===== config.mk =====
export PLATFORM = sky130hd
export DESIGN_NAME = memory_request_unit
export DESIGN_NICKNAME = d
export VERILOG_FILES = /design/src/rtl/memory_request_unit.sv
export SDC_FILE = /design/constraint.sdc
export NUM_CORES = 1
export LEC_CHECK = 0
export CELL_PAD_IN_SITES_DETAIL_PLACEMENT = 0
export CELL_PAD_IN_SITES_GLOBAL_PLACEMENT = 1
export CORE_MARGIN = 8
export CORE_UTILIZATION = 38
export DETAILED_ROUTE_END_ITERATION = 10
export PLACE_DENSITY_LB_ADDON = 0.08
export SKIP_LAST_GASP = 1
export SYNTH_ARGS = -nofsm -noshare
export SYNTH_HDL_FRONTEND = slang
export SYNTH_SLANG_ARGS = --single-unit

===== constraint.sdc =====
create_clock -name CLK -period 2.6 [get_ports CLK]
set_clock_uncertainty 0.15 [all_clocks]
set_input_delay 0.65 -clock CLK [delete_from_list [all_inputs] [get_ports CLK]]
set_output_delay 0.65 -clock CLK [all_outputs]
set_load 0.005 [all_outputs]

===== src/rtl/memory_request_unit.sv =====
// memory_request_unit
//   Sequences the memory traffic of one instruction in the single-cycle
//   datapath. Each instruction gets one fetch, then at most one data access.
//   The unit latches HALT, flags a fetch that carries both a read and a write
//   request, and stops with a watchdog error if an awaited hit never arrives.
//
//   Ports
//     CLK, RST      clock; synchronous active-high reset
//     ihit, dhit    instruction / data access complete (memory controller)
//     dR_REQ        current instruction reads data memory
//     dW_REQ        current instruction writes data memory
//     halt          current instruction is HALT
//     imemREN       instruction read enable
//     dmemREN       data read enable
//     dmemWEN       data write enable
//     pc_en         pulse: PC advances at the next edge
//     wb_en         pulse: register-file write may commit this cycle
//     halted        sticky: HALT retired or watchdog expired
//     err_both      sticky: read and write requested together at ihit
//     err_timeout   sticky: watchdog expired
//     dacc_count    completed data accesses, saturating
//
//   state  | meaning
//   FETCH  | instruction read in flight, waiting for ihit
//   DATA   | data read or write in flight, waiting for dhit
//   HALTED | stopped after HALT or watchdog expiry; only RST leaves
module memory_request_unit #(
    parameter int TIMEOUT = 1024,
    parameter int CNT_W   = 16
) (
    input  logic             CLK,
    input  logic             RST,
    input  logic             ihit,
    input  logic             dhit,
    input  logic             dR_REQ,
    input  logic             dW_REQ,
    input  logic             halt,
    output logic             imemREN,
    output logic             dmemREN,
    output logic             dmemWEN,
    output logic             pc_en,
    output logic             wb_en,
    output logic             halted,
    output logic             err_both,
    output logic             err_timeout,
    output logic [CNT_W-1:0] dacc_count
);

    localparam bit          WD_ON   = (TIMEOUT != 0);
    localparam int          WD_W    = (TIMEOUT > 1) ? $clog2(TIMEOUT) : 1;
    localparam logic [WD_W-1:0] WD_LAST = WD_ON ? WD_W'(TIMEOUT - 1) : '0;

    typedef enum logic [1:0] {
        FETCH  = 2'd0,
        DATA   = 2'd1,
        HALTED = 2'd2
    } state_t;

    state_t            state, state_nxt;
    logic              rd_q, rd_nxt;
    logic              wr_q, wr_nxt;
    logic [WD_W-1:0]   wd_cnt, wd_nxt;
    logic [CNT_W-1:0]  dacc_q, dacc_nxt;
    logic              err_both_q, err_both_nxt;
    logic              err_to_q, err_to_nxt;
    logic              awaited_hit;
    logic              wd_expire;
    logic              imem_ren, dmem_ren, dmem_wen, retire;

    always_ff @(posedge CLK) begin
        if (RST) begin
            state      <= FETCH;
            rd_q       <= 1'b0;
            wr_q       <= 1'b0;
            wd_cnt     <= '0;
            dacc_q     <= '0;
            err_both_q <= 1'b0;
            err_to_q   <= 1'b0;
        end else begin
            state      <= state_nxt;
            rd_q       <= rd_nxt;
            wr_q       <= wr_nxt;
            wd_cnt     <= wd_nxt;
            dacc_q     <= dacc_nxt;
            err_both_q <= err_both_nxt;
            err_to_q   <= err_to_nxt;
        end
    end

    always_comb begin
        state_nxt    = state;
        rd_nxt       = rd_q;
        wr_nxt       = wr_q;
        dacc_nxt     = dacc_q;
        err_both_nxt = err_both_q;
        err_to_nxt   = err_to_q;
        imem_ren     = 1'b0;
        dmem_ren     = 1'b0;
        dmem_wen     = 1'b0;
        retire       = 1'b0;

        // Only the hit the current state is waiting for counts; the other
        // one is ignored, including by the watchdog.
        case (state)
            FETCH:   awaited_hit = ihit;
            DATA:    awaited_hit = dhit;
            default: awaited_hit = 1'b0;
        endcase

        // A hit arriving in the expiring cycle wins over the timeout.
        wd_expire = WD_ON && (state != HALTED) && !awaited_hit && (wd_cnt == WD_LAST);

        case (state)
            FETCH: begin
                imem_ren = 1'b1;
                if (ihit) begin
                    if (halt) begin
                        state_nxt = HALTED;
                    end else if (dR_REQ || dW_REQ) begin
                        rd_nxt    = dR_REQ & ~dW_REQ;
                        wr_nxt    = dW_REQ;
                        state_nxt = DATA;
                        if (dR_REQ && dW_REQ) err_both_nxt = 1'b1;
                    end else begin
                        retire = 1'b1;
                    end
                end else if (wd_expire) begin
                    err_to_nxt = 1'b1;
                    state_nxt  = HALTED;
                end
            end
            DATA: begin
                dmem_ren = rd_q;
                dmem_wen = wr_q;
                if (dhit) begin
                    retire    = 1'b1;
                    state_nxt = FETCH;
                    if (dacc_q != '1) dacc_nxt = dacc_q + 1'b1;
                end else if (wd_expire) begin
                    err_to_nxt = 1'b1;
                    state_nxt  = HALTED;
                end
            end
            default: begin
                state_nxt = HALTED;
            end
        endcase

        if (!WD_ON || (state == HALTED) || awaited_hit || (state_nxt != state))
            wd_nxt = '0;
        else
            wd_nxt = wd_cnt + 1'b1;
    end

    // Every output, registered or not, is forced low while RST is held.
    assign imemREN     = imem_ren & ~RST;
    assign dmemREN     = dmem_ren & ~RST;
    assign dmemWEN     = dmem_wen & ~RST;
    assign pc_en       = retire & ~RST;
    assign wb_en       = retire & ~RST;
    assign halted      = (state == HALTED) & ~RST;
    assign err_both    = err_both_q & ~RST;
    assign err_timeout = err_to_q & ~RST;
    assign dacc_count  = RST ? '0 : dacc_q;

endmodule

==> summary.txt <==
Floorplanning
  • Cell row count: 24
  • Height of the die: a little over 80 um
  • Top Ports: 31
  • CORE AREA: 0.00432 mm^2
  • Die ar.: roughly 0.0068 mm^2
  • Initial Utilization: 0.391
  • Die X: 82.7 um

Clock network
  • H-tree levels: 2
  • TritonCTS Buffers: 5
  • Clock Latency Late Sink: approximately 0.28 ns
  • Clk buf depth: 2
  • CTS tree: built
  • CTS Sinks: 32
  • Clk pin slew, worst setup/hold paths: ~0.070 ns
  • Root buffer cell: clkbuf_8
  • Postcts setup bufs: 0

Routing
  • Number of vias per cell: ~5.3
  • Initial DRC Count: 82
  • Vias: ~1600
  • WL per Instance: around 14 um
  • DRT antenna net count: 0
  • DR pass1 iterations: 4
  • # DRC: 0
  • WL final: roughly 4.2 mm

STA
  • Rel. slew slack: 0.623
  • Slew Limit Fails: 0
  • Endpoints failing hold: 0
  • Worst-margin pin slew: ~0.56 ns
  • Final min period: about 2.6 ns
  • Post-route setup slack: ~0.022 ns
  • Fmax: 0.388 GHz
  • Final hold slack: roughly 0.32 ns
  • RSZ-0062 raised after global routing: yes
  • Final setup viols: 0
  • Final worst-path cycle share: 0.991

Synth
  • FF+latch count, synth: 32
  • Primary FF master, synth: dfxtp_1
  • Post-synth EDFFs: 0
  • Syn_area_per_cell: 8.54 um^2
  • Top-count cell post-synth: dfxtp_1
  • Largest cells by area after synthesis: dfxtp_1 (38%), nor2_1 (6.9%), mux2_2 (6.7%)
  • Post-synthesis adder-cell area fraction: 0.0148
  • Synth Area in Simple Gates: 0.345
  • Yosys top cell area share: 0.379
  • Area leader, netlist: dfxtp_1
  • Multiplexer share of the synthesized area: 0.0666
  • Xor/xnor share of the synthesized area: 0.0414
  • Synth top cells by count: dfxtp_1 (32), nor2_1 (31), nor2b_1 (16)
  • Register area share after synthesis: 0.379
  • Ys async rst share: 0
  • Largest family of logic cells by synthesized area: simple AND/OR/NAND/NOR gates
  • Synth warn: 0
  • Syn Inst Count: 198
  • Synthesized area: roughly 0.0017 mm^2
  • Syn Nets: about 210
  • Synth unique cells: 42
  • Synth Area in Compound Gates: 0.115

Worst setup path
  • Kind of critical path: input pin to output port
  • Crit-path cells: dlygate4sd2_1 > buf_6 > nor2b_2 > clkdlybuf4s50_1
  • Startpoint types: input pin
  • Req. time, crit path: about 1.8 ns
  • Arr. time, crit path: between 1.5 and 2 ns
  • Worst-path fanout max: 19
  • Max stage delay cell, worst path: clkdlybuf4s50_1
  • CP max stage delay: between 0.5 and 0.6 ns
  • CP Capture Type: output port

Power
  • Maximum VDD drop: between 0.2 and 0.3 mV
  • Overall power: 0.980 mW
  • PwrDens: between 400 and 500 mW/mm^2
  • Leak: 0.940 nW

Placed design
  • Final GP Congestion: between 0.8 and 0.9
  • DP Area: ~0.0022 mm^2
  • Pre-CTS WS: -0.325 ns
  • DP HPWL: between 3 and 4 mm
  • IO Port Bufs: 30

Min path
  • Hold Crit Class: flop to flop

Cells and area
  • Layout cells sized above 1: 0.224
  • Diode count: 0
  • Synth-to-Final Area Change: 35.7%
  • Final net count: between 200 and 300
  • Final instance area: between 0.002 and 0.0025 mm^2
  • Fill cell count: roughly 420

GRT
  • Overflow after GRT: 0
  • GRT Total Usage: 0.128
  • Largest net degree at the start of global routing: 20
  • Initial antenna violation count: 0
  • First-pass GRT wire length: between 6 and 7 mm
  • Vias in the first global route: 1475

Run status
  • Status: finished, final reports clean

Run
  • Max-cap viol count: 0
==> kinds of logic after synthesis <==
| group | count (synthesis) |
|---|---|
| simple gates | 104 |
| fa+ha+maj | 2 |
| mux | 10 |
| xor+xnor | 8 |
| compound gates | 29 |
| flops | 32 |
| buf+inv | 13 |
==> worst paths after layout <==
| path | to | startpoint | slack (ns) | cells past startpoint |
|---|---|---|---|---|
| worst max-delay path | dacc_count[10] | RST | 0.02 | 4 |
| worst min-delay path | wd_cnt[0]$_SDFF_PP0_ | wd_cnt[0]$_SDFF_PP0_ | 0.32 | 1 |
| worst max register to register | dacc_q[8]$_SDFFE_PP0P_ | state[0]$_SDFF_PP0_ | 0.48 | 5 |
| worst min register to register | wd_cnt[0]$_SDFF_PP0_ | wd_cnt[0]$_SDFF_PP0_ | 0.32 | 1 |
==> power by group <==
| part | internal [mW] | leakage (nW) | switching, mW | total, mW |
|---|---|---|---|---|
| Sequential | 0.496 | 0.259 | 0.00929 | 0.506 |
| Combinational | 0.0461 | 0.641 | 0.0400 | 0.0862 |
| Clock | 0.189 | 0.0404 | 0.199 | 0.388 |
| Total | 0.732 | 0.940 | 0.248 | 0.980 |
==> metal layers <==
| layer | share of wire | vias to the layer above | track usage | wire (um) |
|---|---|---|---|---|
| met4 | 0.011 | 0 | 0.0414 | 47 |
| met1 | 0.44 | 745 | 0.143 | 1860 |
| met2 | 0.50 | 20 | 0.224 | 2070 |
| met5 | 0 | - | 0 | 0 |
| met3 | 0.049 | 6 | 0.0400 | 204 |
| li1 | - | 815 | - | - |
==> final cells by class <==
type	instances	area, um^2	area share
Timing Repair Buffer	51	457	0.199
Clock inverter	3	23.8	0.0104
Inverter	6	22.5	0.00981
Sequential cell	32	641	0.279
Clock buffer	5	68.8	0.0300
Multi-Input combinational cell	153	1020	0.443
Tap cell	52	65.1	0.0284
==> metrics by stage <==
step                cells   util  TNS, ns
finish                302  0.531        0
detailed placement    294  0.505    -5.85
floorplan             198      -        0
global route          302  0.531   -0.132
global placement      294  0.505    -5.30
CTS                   302  0.530  -0.0267
==> layout by cell type, fill, tap and decap left out, types with 3 or more instances in the layout <==
master,count
dfxtp_1,32
nor2_1,30
buf_4,19
clkdlybuf4s50_1,16
nand2_1,12
nor2b_1,10
mux2_2,10
dlygate4sd2_1,10
a21oi_1,8
nand3_1,7
nor2b_2,6
inv_1,6
and3_1,6
nor3_1,6
nand4_1,6
xor2_1,5
clkbuf_8,5
a211oi_1,4
o21ai_0,4
and4_1,3
o31ai_1,3
or4_1,3
xnor2_1,3
==> registers in the layout, summed over array words and instances (netlist names) <==
| signal | flops |
|---|---|
| dacc_q | 16 |
| rd_q | 1 |
| err_to_q | 1 |
| wr_q | 1 |
| err_both_q | 1 |
| state | 2 |
| wd_cnt | 10 |
==> worst max-delay path: cells and delay by family <==
kind / cells / cell delay, ns
buffers and inverters: 3 / 0.98
AND/OR/NAND/NOR: 1 / 0.15
==> timing repair <==
action | 4_1_cts | 5_1_grt
resized for setup | 21 | 7
setup endpoints to repair | 24 | 12
pin swaps | 0 | 1
hold buffers | 0 | 0
cloned | 0 | 0
Note: power is estimated with default switching activity, not from simulation.
